[src/rtl/press_count_seg7.sv]
// Button press counter with wrap pulse and registered two-digit hex 7-segment decode.
// Optional hold-to-repeat behaviour is enabled by defining PRESS_AUTO_REPEAT_EN.
`timescale 1ns/1ps
module press_count_seg7 #(
  parameter logic [7:0]  c_MAX_COUNT     = 8'hFF,
  parameter int unsigned c_REPEAT_DELAY  = 12_500_000,
  parameter int unsigned c_REPEAT_PERIOD = 2_500_000
) (
  input  logic       i_Clk,
  input  logic       i_Rst_L,
  input  logic       i_Button,
  input  logic       i_Clear,
  output logic [7:0] o_Count,
  output logic       o_Wrap,
  output logic [6:0] o_Seg_Hi,
  output logic [6:0] o_Seg_Lo
);

  // An out-of-range configuration freezes the counter rather than misbehaving silently.
  localparam bit cfg_ok = (c_MAX_COUNT != 8'd0) &&
                          (c_REPEAT_DELAY >= 1) && (c_REPEAT_DELAY <= 32'h0100_0000) &&
                          (c_REPEAT_PERIOD >= 1) && (c_REPEAT_PERIOD <= 32'h0100_0000);

  logic       prev_reg;
  logic [7:0] count_reg;
  logic       wrap_reg;
  logic [6:0] seg_hi_reg;
  logic [6:0] seg_lo_reg;
  logic       press_edge;
  logic       repeat_fire;
  logic       inc;

  function automatic logic [6:0] hex_seg(input logic [3:0] nib);
    logic [6:0] seg;
    case (nib)
      4'h0: seg = 7'b0000001;
      4'h1: seg = 7'b1001111;
      4'h2: seg = 7'b0010010;
      4'h3: seg = 7'b0000110;
      4'h4: seg = 7'b1001100;
      4'h5: seg = 7'b0100100;
      4'h6: seg = 7'b0100000;
      4'h7: seg = 7'b0001111;
      4'h8: seg = 7'b0000000;
      4'h9: seg = 7'b0000100;
      4'hA: seg = 7'b0001000;
      4'hB: seg = 7'b1100000;
      4'hC: seg = 7'b0110001;
      4'hD: seg = 7'b1000010;
      4'hE: seg = 7'b0110000;
      default: seg = 7'b0111000;
    endcase
    return seg;
  endfunction

  assign press_edge = i_Button & ~prev_reg;

`ifdef PRESS_AUTO_REPEAT_EN
  typedef enum logic [1:0] {IDLE, DELAY, REPEAT} state_t;

  localparam logic [23:0] delay_last  = 24'(c_REPEAT_DELAY - 1);
  localparam logic [23:0] period_last = 24'(c_REPEAT_PERIOD - 1);

  state_t      state_reg;
  logic [23:0] hold_reg;

  always_comb begin
    repeat_fire = 1'b0;
    if (i_Button) begin
      case (state_reg)
        DELAY:   repeat_fire = (hold_reg == delay_last);
        REPEAT:  repeat_fire = (hold_reg == period_last);
        default: repeat_fire = 1'b0;
      endcase
    end
  end

  always_ff @(posedge i_Clk or negedge i_Rst_L) begin
    if (!i_Rst_L) begin
      state_reg <= IDLE;
      hold_reg  <= '0;
    end else if (!i_Button) begin
      state_reg <= IDLE;
      hold_reg  <= '0;
    end else if (press_edge) begin
      state_reg <= DELAY;
      hold_reg  <= '0;
    end else if (repeat_fire) begin
      state_reg <= REPEAT;
      hold_reg  <= '0;
    end else if (state_reg != IDLE) begin
      hold_reg  <= hold_reg + 24'd1;
    end
  end
`else
  assign repeat_fire = 1'b0;
`endif

  assign inc = cfg_ok & (press_edge | repeat_fire);

  // Segments decode the pre-edge count, so the display trails o_Count by one clock.
  always_ff @(posedge i_Clk or negedge i_Rst_L) begin
    if (!i_Rst_L) begin
      prev_reg   <= 1'b1;
      count_reg  <= '0;
      wrap_reg   <= 1'b0;
      seg_hi_reg <= 7'b0000001;
      seg_lo_reg <= 7'b0000001;
    end else begin
      prev_reg   <= i_Button;
      wrap_reg   <= 1'b0;
      seg_hi_reg <= hex_seg(count_reg[7:4]);
      seg_lo_reg <= hex_seg(count_reg[3:0]);
      if (i_Clear) begin
        count_reg <= '0;
      end else if (inc) begin
        if (count_reg == c_MAX_COUNT) begin
          count_reg <= '0;
          wrap_reg  <= 1'b1;
        end else begin
          count_reg <= count_reg + 8'd1;
        end
      end
    end
  end

  assign o_Count  = count_reg;
  assign o_Wrap   = wrap_reg;
  assign o_Seg_Hi = seg_hi_reg;
  assign o_Seg_Lo = seg_lo_reg;

endmodule

[config.mk]
export PLATFORM = sky130hd
export DESIGN_NAME = press_count_seg7
export DESIGN_NICKNAME = d
export VERILOG_FILES = /design/src/rtl/press_count_seg7.sv
export SDC_FILE = /design/constraint.sdc
export NUM_CORES = 1
export LEC_CHECK = 0
export BUFFER_PORTS_ARGS = -buffer_cell sky130_fd_sc_hd__buf_2
export CORE_MARGIN = 8
export CORE_UTILIZATION = 45
export CTS_CLUSTER_DIAMETER = 150
export CTS_CLUSTER_SIZE = 8
export DETAILED_ROUTE_END_ITERATION = 12
export GPL_ROUTABILITY_DRIVEN = 0
export GPL_TIMING_DRIVEN = 0
export PLACE_DENSITY = 0.67
export SETUP_SLACK_MARGIN = 0.5
export SLEW_MARGIN = 30
export SYNTH_ARGS = -nofsm -noshare
export SYNTH_HDL_FRONTEND = slang
export SYNTH_SLANG_ARGS = --single-unit
[constraint.sdc]
create_clock -name i_Clk -period 4.24 [get_ports i_Clk]
set_clock_uncertainty 0.15 [all_clocks]
set_input_delay 0.848 -clock i_Clk [delete_from_list [all_inputs] [get_ports i_Clk]]
set_output_delay 0.848 -clock i_Clk [all_outputs]
set_load 0.05 [all_outputs]
Word level (Yosys, flattened, before mapping)
Memories as Yosys holds them, arrays and structs flattened. A register that Yosys moved wholly into a read port is not among the register bits.
Index checks and enable logic that the tools add are counted.
{"block": "totals", "regBits": 10, "mem_bits_ro": 224, "elab_cells": 18, "memories": 2}
{"block": "classes", "n_addsub": 1, "n_eq_ne": 1, "mux": 6, "bitwise": 2, "n_reduce_logical": 3}
{"name": "(name not given)", "depth": 16, "width": 7, "rd": 1, "rd_clocked_by_memory_dff": 1, "write_ports": 0, "line": "35", "rtl": "case (nib)"}
{"name": "(name not given)", "depth": 16, "width": 7, "rd": 1, "rd_clocked_by_memory_dff": 1, "write_ports": 0, "line": "35"}
{"operator": "two-way mux 8 bit", "n": 3}
{"operator": "adder 8 x 1 -> 8 bit (second input constant)", "n": 1}
{"operator": "equality test 8 bit (second input constant)", "n": 1}
{"operator": "two-way mux 1 bit", "n": 3}
{"operator": "zero test 1 bit", "n": 2}
{"operator": "nonzero test 2 bit", "n": 1}
{"operator": "AND 1 bit", "n": 1}
{"operator": "NOT 1 bit", "n": 1}

Longest topological paths before layout
Gate-level depths: netlist of the first run.
{"block": "logic_depth", "word_depth": 4, "mapped_depth": 5}

Worst setup path after synthesis of the first run
OpenSTA, ideal clock, no wires.
{"block": "synth_path", "path_type": "flip-flop to flip-flop", "start": "register count_reg[1], in the netlist o_Count[1]", "end": "register count_reg[5], in the netlist o_Count[5]", "setup_ps": 133, "arrival_ps": 1808, "required_ps": 3957, "setup_slack_ps": 2149, "stages_incl_launch_ff": 6, "path_buffers": 0, "cell_sequence": "dfrtp_1 -> ha_1 -> and3_1 -> nand4_1 -> a21oi_1 -> o32ai_1"}
{"block": "synth_between", "elab_chain_cells": 4}
{"element": "start, declared", "line": "25", "rtl": "logic [7:0] count_reg;"}
{"element": "start signal, assigned", "line": "121", "rtl": "count_reg <= count_reg + 8'd1;"}
{"element": "adder 8 x 1 -> 8 bit / equality test 8 bit (equally long branches)", "line": "121, 117"}
{"element": "two-way mux 8 bit *", "line": "117", "rtl": "if (count_reg == c_MAX_COUNT) begin"}
{"element": "two-way mux 8 bit *", "line": "116", "rtl": "end else if (inc) begin"}
{"element": "two-way mux 8 bit *", "line": "114", "rtl": "if (i_Clear) begin"}
Every way passes the cells marked *; elsewhere a longest branch is shown, timed or not. The select of a mux whose other input is x is not followed.
A chain may end at the register's enable or synchronous reset.

Worst setup path in the final report of the first run
{"block": "layout_path", "start": "register count_reg[1], in the netlist o_Count[1]", "end": "output port o_Count[1]"}
{"element": "end, declared", "line": "13", "rtl": "output logic [7:0] o_Count,"}
No word-level cell between the ends.

==> impl_results.md, run 1 <==
- Final ANT Viol Nets: 0
- Hold_ws: 0.346 ns
- MaxCap Viol Count: 0
- Layout Nets: 178
- Num rows: 19
- Drt first pass iters: 4
- Initial antenna violation count: 0
- CP Data Arrival Time: 1.21 ns
- Mapped Cells: 131
- Routed wire length per instance: 14.3 um
- Sw frac: 0.256
- Delay-heaviest family, CP: flip-flops
- Main synth FF type: dfrtp_1
- Largest net degree at the start of global routing: 25
- FF-to-FF path depth: 5
- DP Wirelength: 2.07 mm
- Yosys cell types: 34
- GR Util All Layers: 0.110
- Netlist Area Pre-Place: 1330 um^2
- RSZ-0062 raised after global routing: no
- Sequential area share after synthesis: 0.454
- Mapped Nets: 147
- CP Capture Type: primary output
- FF-to-FF setup slack: 2.17 ns
- Synth cell count leaders: dfrtp_1 (21), nand2_1 (14), ha_1 (12), nor2_1 (12)
- Placed cell areas: 1500 um^2
- Cell Int Power: 0.297 mW
- Standby leakage power: 0.740 nW
- Slew at the pin with the worst max-slew slack: 0.529 ns
- Vias: 1039
- Psw: 0.102 mW
- Fillcell total: 252
- Combinational share of power: 0.108
- Top-count cell post-synth: dfrtp_1
- Area growth from synthesis to layout: 15.4%
- FF-to-FF Start: o_Count[1]$_DFFE_PN0P_
- Max Slew Vio Count: 0
- Syn_area_per_cell: 10.2 um^2
- H-tree Lvls: 1
- Yosys warns: 0
- Max FFs per register: 8
- Power density over the cells: 260 nW/um^2
- Setup TNS Final: 0 ns
- Global-route wire length before repair: 4.62 mm
- Final Power: 0.400 mW
- Skew-Pair Late Insertion Delay: 0.31 ns
- Yosys reg bits: 24
- Die area: 4950 um^2
- CTS clock-pin slew for the worst setup and hold paths: 0.13 ns
- Layout cells sized above 1: 0.242
- Via-to-Cell Ratio: 5.41
- Initial Util: 0.478
- Die width: 70.4 um
- Cts repair resizes: 0
- Flop pwr share: 0.594
- Die Y: 70.4 um
- I/O pins: 27
- Period utilization: 0.520
- Worst-path maximum fanout: 10
- Core ar.: 2780 um^2
- Ant diodes: 0
- Post-synth top area share: 0.395
- Post-synth top area cell: dfrtp_1
- Num CTS Buffers: 3
- Root Buffer: clkbuf_4
- CP Launch Type: flip-flop
- Critical path's slowest cell: dfrtp_1
- Worst path max stage delay: 0.56 ns
- Design area: 1540 um^2
- DRT Wirelength: 2.75 mm
- CTS tree: built
- Hold Buf Count CTS: 0
- Fin. Hold Viols: 0
- Worst vdd ir: 0.174 mV
- Min Tclk post-route: 2.20 ns
- Worst-path cell chain: buf_2
- Setup bufs post-CTS: 0
- Number of I/O port buffers: 26
- Post-route insts no fill: 192
- Required @ worst endpoint: 3.24 ns
- Number of global-route vias before repair: 1004
- Critical path class: flip-flop to primary output
- Status: finished clean
- Buffers plus inverters on the worst setup path: 1
- EDFF count, synth: 0
- Levels on crit path: 1
- CTS Buffer Depth: 2
- Placed Cells: 188
- Setup crit end: o_Count[1]
- Reg2reg end: o_Count[5]$_DFFE_PN0P_
- Clock network power share: 0.297
- Ys async rst share: 1.00
- Grt ovf: 0
- Synth area leaders: dfrtp_1 (40%), ha_1 (11%), dfstp_2 (5.9%)
- Slew headroom: 0.648
- Setup-failing EPs final: 0
- Fmax: 454 MHz
- Post-route DRC violation count: 0
- Critical Path Source: o_Count[1]$_DFFE_PN0P_
- Clk sink count: 24
- Drt initial violations: 18
- Worst Hold Class: primary input to asynchronous set/reset pin
## power groups by stage
stage	sequential [mW]	clock, mW	combinational [mW]
floorplan	0.257	0	0.0138
global placement	0.242	0	0.0427
detailed placement	0.242	0	0.0441
CTS	0.238	0.125	0.0442
global route	0.239	0.134	0.0473
finish	0.238	0.119	0.0433
## per-stage QoR
step                      worst slack [ns]  utilization
after floorplan                       2.15            -
after global placement                2.12        0.539
after detailed placement              2.10        0.539
after CTS                             2.03        0.552
after global routing                  1.96        0.552
final                                 2.04        0.552
## routing by layer
| layer | share of wire | up-vias | global-route usage | wire [um] |
|---|---|---|---|---|
| met2 | 0.47 | 30 | 0.169 | 1300 |
| met3 | 0.068 | 2 | 0.0367 | 188 |
| met4 | 0.0069 | 0 | 0.0446 | 19 |
| met1 | 0.45 | 493 | 0.137 | 1250 |
| met5 | 0 | - | 0 | 0 |
| li1 | - | 514 | - | - |
## cell usage in the layout (no fill, tap or decap), drive strengths merged
master	instances
mux2	1
nand4	2
nand3	5
clkbuf	9
nand2	14
a22o	3
xor2	2
a21oi	6
o21a	1
a32o	2
nor3	1
nor2b	3
buf	30
nand2b	3
and3	2
ha	12
or3	1
or3b	2
inv	6
o211ai	1
dfstp	3
mux2i	6
nor2	12
or4	2
o21ai	5
mux4	2
o31ai	1
o32ai	1
a31oi	2
dfrtp	21
## final cells by class
type                       count  area (um^2)  area share
buffer                         9         40.0      0.0261
sequential                    24          604       0.394
inverter                       6         22.5      0.0147
timing repair buffer          26          130      0.0848
multi-input combinational     92          663       0.432
clock buffer                   4         36.3      0.0236
tap                           31         38.8      0.0253
## worst min path at each step
| stage | to | slack (ns) | cells past startpoint |
|---|---|---|---|
| after floorplan | o_Count[0]$_DFFE_PN0P_ | 0.40 | 0 |
| after global placement | o_Count[4]$_DFFE_PN0P_ | 0.49 | 2 |
| after detailed placement | o_Count[4]$_DFFE_PN0P_ | 0.52 | 2 |
| after CTS | o_Seg_Hi[1]$_DFF_PN0_ | 0.36 | 1 |
| after global routing | o_Seg_Hi[1]$_DFF_PN0_ | 0.37 | 1 |
| final | o_Seg_Hi[1]$_DFF_PN0_ | 0.35 | 1 |
## cell families after synthesis
family | after synthesis | synth area share
xor+xnor | 2 | 0.0132
flops | 24 | 0.454
fa+ha+maj | 12 | 0.113
compound gates | 22 | 0.109
mux | 9 | 0.0875
buf+inv | 15 | 0.0470
simple gates | 47 | 0.176
Power figures use the tool's default switching activity.
==> run 2, diff against run 1 <==
- PLACE_DENSITY: 0.67 -> 0.7
- clock period: 4.24 -> 2 ns (I/O delays scaled with it)
==> run 2 against run 1 <==
Non-clock buffer count up 29. Global-route usage is 3.2 points higher. Combinational power increased to 3.2 times the previous value. Routed wire length up 43%. Via count rose by 20%. Critical path depth grew 3. Clock power up 96%. Register-to-register slack lost 1.9 ns. First-iteration DRC count grew to 4.2 times the previous value. Sequential power up 110%. Die area is the same. Setup slack worse by 1.8 ns. Critical path type is now flip-flop to flip-flop. Largest power group unchanged. Highest routed layer unchanged.
==> impl_results.md, run 2 (synthesis gave the netlist of run 1 again) <==
- Status: finished clean
- Post-route DRC violation count: 0 (unchanged)
- FF-to-FF path depth: 4 (-1)
- Via-to-Cell Ratio: 5.65 (+4.4%)
- H-tree Lvls: 1 (unchanged)
- Delay-heaviest family, CP: flip-flops
- Critical Path Source: o_Count[0]$_DFFE_PN0P_
- Drt initial violations: 75 (+57)
- Critical path's slowest cell: dfrtp_4
- CP Data Arrival Time: 1.78 ns (+0.57 ns)
- I/O pins: 27 (unchanged)
- Max FFs per register: 8 (unchanged)
- Min Tclk post-route: 1.71 ns
- Worst path max stage delay: 0.56 ns (about the same)
- Standby leakage power: 0.912 nW (+23%)
- CTS clock-pin slew for the worst setup and hold paths: 0.14 ns (about the same)
- MaxCap Viol Count: 0 (unchanged)
- Hold endpoint: prev_reg$_DFF_PN1_
- CP Launch Type: flip-flop
- Die Y: 70.4 um (unchanged)
- CTS tree: built
- Die area: 4950 um^2 (unchanged)
- Reg2reg end: o_Seg_Lo[3]$_DFF_PN0_
- Vias: 1249 (+20%)
- Fin. Hold Viols: 0 (unchanged)
- Global-route wire length before repair: 5.93 mm (+29%)
- Die width: 70.4 um (unchanged)
- FF-to-FF setup slack: 0.29 ns (-1.88 ns)
- Ant diodes: 0 (unchanged)
- Num CTS Buffers: 3 (unchanged)
- Worst Hold Class: primary input to flip-flop
- Fillcell total: 163 (-35%)
- Hold Startpoint: i_Button
- Drt first pass iters: 4 (unchanged)
- Core Util, Final: 0.756 (+0.204)
- Skew-Pair Late Insertion Delay: 0.32 ns (about the same)
- Initial antenna violation count: 0 (unchanged)
- Buffers plus inverters on the worst setup path: 2 (+1)
- Root Buffer: clkbuf_4
- RSZ-0062 raised after global routing: yes
- Worst vdd ir: 0.336 mV (+94%)
- Num rows: 19 (unchanged)
- Final ANT Viol Nets: 0 (unchanged)
- Most frequent cells in the layout: buf_4 (22), buf_6 (16), nand2_1 (14), dfrtp_1 (14), clkbuf_4 (13)
- DRT Wirelength: 3.95 mm (+43%)
- Worst-path cell chain: buf_4, buf_6, ha_4, mux4_2
- GR Util All Layers: 0.142 (+0.0320)
- Worst-path maximum fanout: 5 (-5)
- Required @ worst endpoint: 2.07 ns (-1.17 ns)
- Power density over the cells: 417 nW/um^2 (+60%)
- Layout cells sized above 1: 0.521 (+0.279)
- Hold_ws: 0.0309 ns (-0.315 ns)
- CTS Buffer Depth: 2 (unchanged)
- Commonest non-fill, non-tap cell in the layout: buf_4
- Grt ovf: 0 (unchanged)
- Clk sink count: 24 (unchanged)
- Max Slew Vio Count: 0 (unchanged)
- Core ar.: 2780 um^2 (unchanged)
- Period utilization: 0.857
- Layout Nets: 207 (+16%)
- Initial Util: 0.478 (unchanged)
- Critical path class: flip-flop to flip-flop
- Setup TNS Final: 0 ns (unchanged)
- DP Wirelength: 2.09 mm (+1.3%)
- Slew at the pin with the worst max-slew slack: 0.541 ns (+0.0127 ns)
- Fmax: 583 MHz
- CP Capture Type: flip-flop
- Hold path cells: 1
- Slew headroom: 0.639 (-0.00848)
- Area growth from synthesis to layout: 58.1%
- Number of I/O port buffers: 26 (unchanged)
- FF-to-FF Start: o_Count[0]$_DFFE_PN0P_
- Largest net degree at the start of global routing: 25 (unchanged)
- Number of global-route vias before repair: 1270 (+26%)
- Routed wire length per instance: 17.9 um (+25%)
- Setup-failing EPs final: 0 (unchanged)
[run 2: cell types whose count changed in the layout (fill, tap and decap cells not counted), sizes merged]
cell	previous run	this run
buf	30	48
clkbuf	9	19
clkinv	0	1
dlygate4sd3	0	1
inv	6	5
[run 2: worst max path at each step]
stage	to	cells past startpoint	slack (ns)
detailed placement	o_Count[5]$_DFFE_PN0P_	5	0.17
finish	o_Seg_Lo[3]$_DFF_PN0_	4	0.29
global route	o_Count[4]$_DFFE_PN0P_	6	0.24
CTS	o_Count[5]$_DFFE_PN0P_	5	0.34
global placement	o_Count[5]$_DFFE_PN0P_	5	0.24
floorplan	o_Count[5]$_DFFE_PN0P_	5	0.27
[run 2: per-layer routing]
metal | share of wire | vias up | GRT usage
met5 | 0 | - | 0
met4 | 0.010 | 0 | 0.0357
met3 | 0.062 | 6 | 0.0353
met2 | 0.50 | 50 | 0.241
met1 | 0.43 | 622 | 0.173
li1 | - | 571 | -
[run 2: power by group]
group	switching (mW)	internal (mW)	leakage, nW	total (mW)
logic	0.0850	0.0540	0.588	0.139
clock network	0.155	0.0781	0.0150	0.233
registers	0.00764	0.498	0.309	0.505
[run 2: worst register-to-register path, delay by kind of cell, from the launching register on]
kind / cells / cell delay [ns]
flip-flops: 1 / 0.56
buffers and inverters: 2 / 0.27
adder cells (fa/ha/maj): 1 / 0.17
multiplexers: 1 / 0.45
[run 2: what timing repair did]
action | CTS | global route
hold buffers | 1 | 0
pin swaps | 5 | 6
gates resized for setup | 40 | 40
gates cloned | 0 | 0
buffers inserted | 21 | 7
hold endpoints to repair | 21 | 0
endpoints found under the setup margin | 24 | 40
[run 2: final cells by class]
class | instances | area [um^2] | area share
sequential | 24 | 621 | 0.295
inverter | 6 | 47.5 | 0.0226
buffer | 9 | 50.0 | 0.0238
tap | 31 | 38.8 | 0.0184
clock buffer | 4 | 26.3 | 0.0125
timing repair buffer | 55 | 512 | 0.243
multi-input combinational | 92 | 808 | 0.384
[run 2: per-stage QoR]
stage / std cells / cell area, um^2 / power [mW] / setup WS, ns
final: 221 / 2100 / 0.877 / 0.286
after global routing: 221 / 2100 / 0.914 / 0.242
after floorplan: 131 / 1420 / 0.577 / 0.274
after global placement: 188 / 1590 / 0.606 / 0.242
after CTS: 214 / 1930 / 0.858 / 0.343
after detailed placement: 188 / 1590 / 0.608 / 0.169
==> run 3, diff against run 2 <==
==> constraint.sdc (replaced) <==
create_clock -name i_Clk -period 1.5 [get_ports i_Clk]
set_clock_uncertainty 0.15 [all_clocks]
set_input_delay 0.15 -clock i_Clk [delete_from_list [all_inputs] [get_ports i_Clk]]
set_output_delay 0.15 -clock i_Clk [all_outputs]
set_load 0.05 [all_outputs]
==> run 3 against run 2 <==
The run now ends with hold timing, setup timing left. Combinational power grew 37%. Design area grew 10%. Non-clock buffer count grew 1. Flip-flop and latch count is the same. Critical path depth grew 2. Worst hold slack lost 0.056 ns. Global-route usage grew 1.3 points. Critical path type unchanged. Critical endpoint is now o_Count[3]$_DFFE_PN0P_. Highest routed layer unchanged.
==> impl_results.md, run 3 (synthesis gave the netlist of run 1 again) <==
- Grt ovf: 0 (unchanged)
- Global-route wire length before repair: 6.31 mm (+6.3%)
- Worst-path cell chain: ha_4, and3_4, nand4_1, buf_6, a21oi_2, o21ai_1
- Slew headroom: 0.602 (-0.0368)
- Clk sink count: 24 (unchanged)
- CP Data Arrival Time: 1.84 ns (+0.06 ns)
- Met3 Track Usage GR: 0.0353 (unchanged)
- Required @ worst endpoint: 1.59 ns (-0.48 ns)
- Flop pwr share: 0.547 (-0.029)
- Worst vdd ir: 0.869 mV (+160%)
- Final setup margin: -0.251 ns (-0.537 ns)
- GR Util All Layers: 0.155 (+0.0130)
- Met1 Usage GRT: 0.189 (+0.0156)
- Power density over the cells: 531 nW/um^2 (+27%)
- Delay-heaviest family, CP: flip-flops
- CTS clock-pin slew for the worst setup and hold paths: 0.14 ns (about the same)
- Die area: 4950 um^2 (unchanged)
- Initial antenna violation count: 0 (unchanged)
- Drt initial violations: 87 (+16%)
- Worst-path maximum fanout: 5 (unchanged)
- Design area: 2320 um^2 (+10%)
- Core ar.: 2780 um^2 (unchanged)
- CTS Buffer Depth: 2 (unchanged)
- Busiest metal layer after global routing: met2
- Number of global-route vias before repair: 1242 (-2.2%)
- Critical path's slowest cell: dfrtp_4
- Drt first pass iters: 4 (unchanged)
- DP Wirelength: 2.16 mm (+3.0%)
- Num CTS Buffers: 3 (unchanged)
- Levels on crit path: 6 (+2)
- Final ANT Viol Nets: 0 (unchanged)
- Hold Buf Count CTS: 2 (+1)
- Layout cells sized above 1: 0.597 (+0.0758)
- Min Tclk post-route: 1.75 ns (+0.0371 ns)
- Buffers plus inverters on the worst setup path: 1 (-1)
- Pre-CTS setup slack: -0.306 ns (-0.475 ns)
- Cell Int Power: 0.888 mW (+41%)
- Largest net degree at the start of global routing: 25 (unchanged)
- Number of I/O port buffers: 26 (unchanged)
- Via-to-Cell Ratio: 5.89 (+4.3%)
- Max Slew Vio Count: 0 (unchanged)
- Vias: 1308 (+4.7%)
- MaxCap Viol Count: 0 (unchanged)
- Psw: 0.346 mW (+40%)
- Failing checks: hold timing, setup timing
- FF-to-FF path depth: 6 (+2)
- Fmax: 571 MHz (-2.1%)
- H-tree Lvls: 1 (unchanged)
- Setup TNS Final: -2.69 ns (-2.69 ns)
- Post-route insts no fill: 222 (+0.45%)
- Area growth from synthesis to layout: 74.6%
- Hold path cells: 3 (+2)
- Critical path class: flip-flop to flip-flop
- Root Buffer: clkbuf_4
- CTS tree: built
- Final Power: 1.23 mW (+41%)
- Commonest non-fill, non-tap cell in the layout: buf_6
- Max FFs per register: 8 (unchanged)
- Standby leakage power: 0.992 nW (+8.7%)
- RSZ-0062 raised after global routing: yes
- Setup-failing EPs final: 19 (+19)
- Status: finished with violations
- Hold_ws: -0.0250 ns (-0.0559 ns)
- CP Capture Type: flip-flop
- Fin. Hold Viols: 1 (+1)
- I/O pins: 27 (unchanged)
- Sw frac: 0.280 (-0.00186)
- CP Launch Type: flip-flop
- DRT Wirelength: 4.39 mm (+11%)
- Die Y: 70.4 um (unchanged)
- Post-route DRC violation count: 0 (unchanged)
- Worst path max stage delay: 0.48 ns (-0.08 ns)
- Ant diodes: 0 (unchanged)
- Clock network power share: 0.299 (+0.033)
- Skew-Pair Late Insertion Delay: 0.34 ns (+0.02 ns)
- Initial Util: 0.478 (unchanged)
- Placed Cells: 188 (unchanged)
- Combinational share of power: 0.154 (-0.004)
- Layout Nets: 208 (+0.48%)
- Routed wire length per instance: 19.8 um (+11%)
- Placed cell areas: 1640 um^2 (+3.0%)
- Slew at the pin with the worst max-slew slack: 0.597 ns (+0.0552 ns)
- Worst Hold Class: primary input to flip-flop
- Most frequent cells in the layout: buf_6 (27), buf_4 (15), dfrtp_1 (13), nand2_1 (11), nor2_1 (10)
- Num rows: 19 (unchanged)
- M2 GR Usage: 0.262 (+0.0201)
- Die width: 70.4 um (unchanged)
- Period utilization: 1.17 (+0.310)
## run 3: final timing paths
kind,from,endpoint,slack (ns)
worst min register to register,o_Count[4]$_DFFE_PN0P_,o_Count[4]$_DFFE_PN0P_,0.56
max in group asynchronous,i_Rst_L,o_Seg_Hi[0]$_DFF_PN1_,0.81
min in group asynchronous,i_Rst_L,o_Count[0]$_DFFE_PN0P_,0.10
worst max-delay path,o_Count[0]$_DFFE_PN0P_,o_Count[3]$_DFFE_PN0P_,-0.25
worst min-delay path,i_Clear,o_Count[3]$_DFFE_PN0P_,-0.02
worst max register to register,o_Count[0]$_DFFE_PN0P_,o_Count[3]$_DFFE_PN0P_,-0.25
## run 3: timing repair
action,CTS,global route
hold endpoints to repair,23,1
buffers inserted,19,9
resized for setup,69,38
pin swaps,7,11
endpoints found under the setup margin,46,52
## run 3: final cells by class
cell class              instances  area [um^2]
plain buffers                   9         76.3
inverters                       6         47.5
well taps                      31         38.8
fillers                       152          459
multi-input cells              92          887
clock buffers                   4         36.3
flip-flops and latches         24          624
repair buffers                 56          612
## run 3: layer usage
metal	wire length, um	share of wire
met5	0	0
met2	2210	0.50
met4	161	0.037
met3	303	0.069
met1	1710	0.39
## run 3: worst register-to-register path: cells and delay by family, from the launching register on
kind / cells / cell delay (ns)
fa+ha+maj: 1 / 0.15
simple gates: 2 / 0.41
compound gates: 2 / 0.23
flops: 1 / 0.48
buf+inv: 1 / 0.22
## run 3: power groups by stage
stage | Combinational (mW) | Sequential, mW | Clock, mW
floorplan | 0.0398 | 0.730 | 0
global placement | 0.122 | 0.687 | 0
detailed placement | 0.124 | 0.688 | 0
CTS | 0.170 | 0.675 | 0.354
global route | 0.203 | 0.677 | 0.395
finish | 0.190 | 0.675 | 0.368
## run 3: through the flow
step           hold WS, ns  utilization
3_3_place_gp       0.00501        0.588
2_1_floorplan       -0.296            -
4_1_cts            -0.0599        0.755
3_5_place_dp        0.0133        0.588
5_1_grt            -0.0453        0.835
6_report           -0.0250        0.835
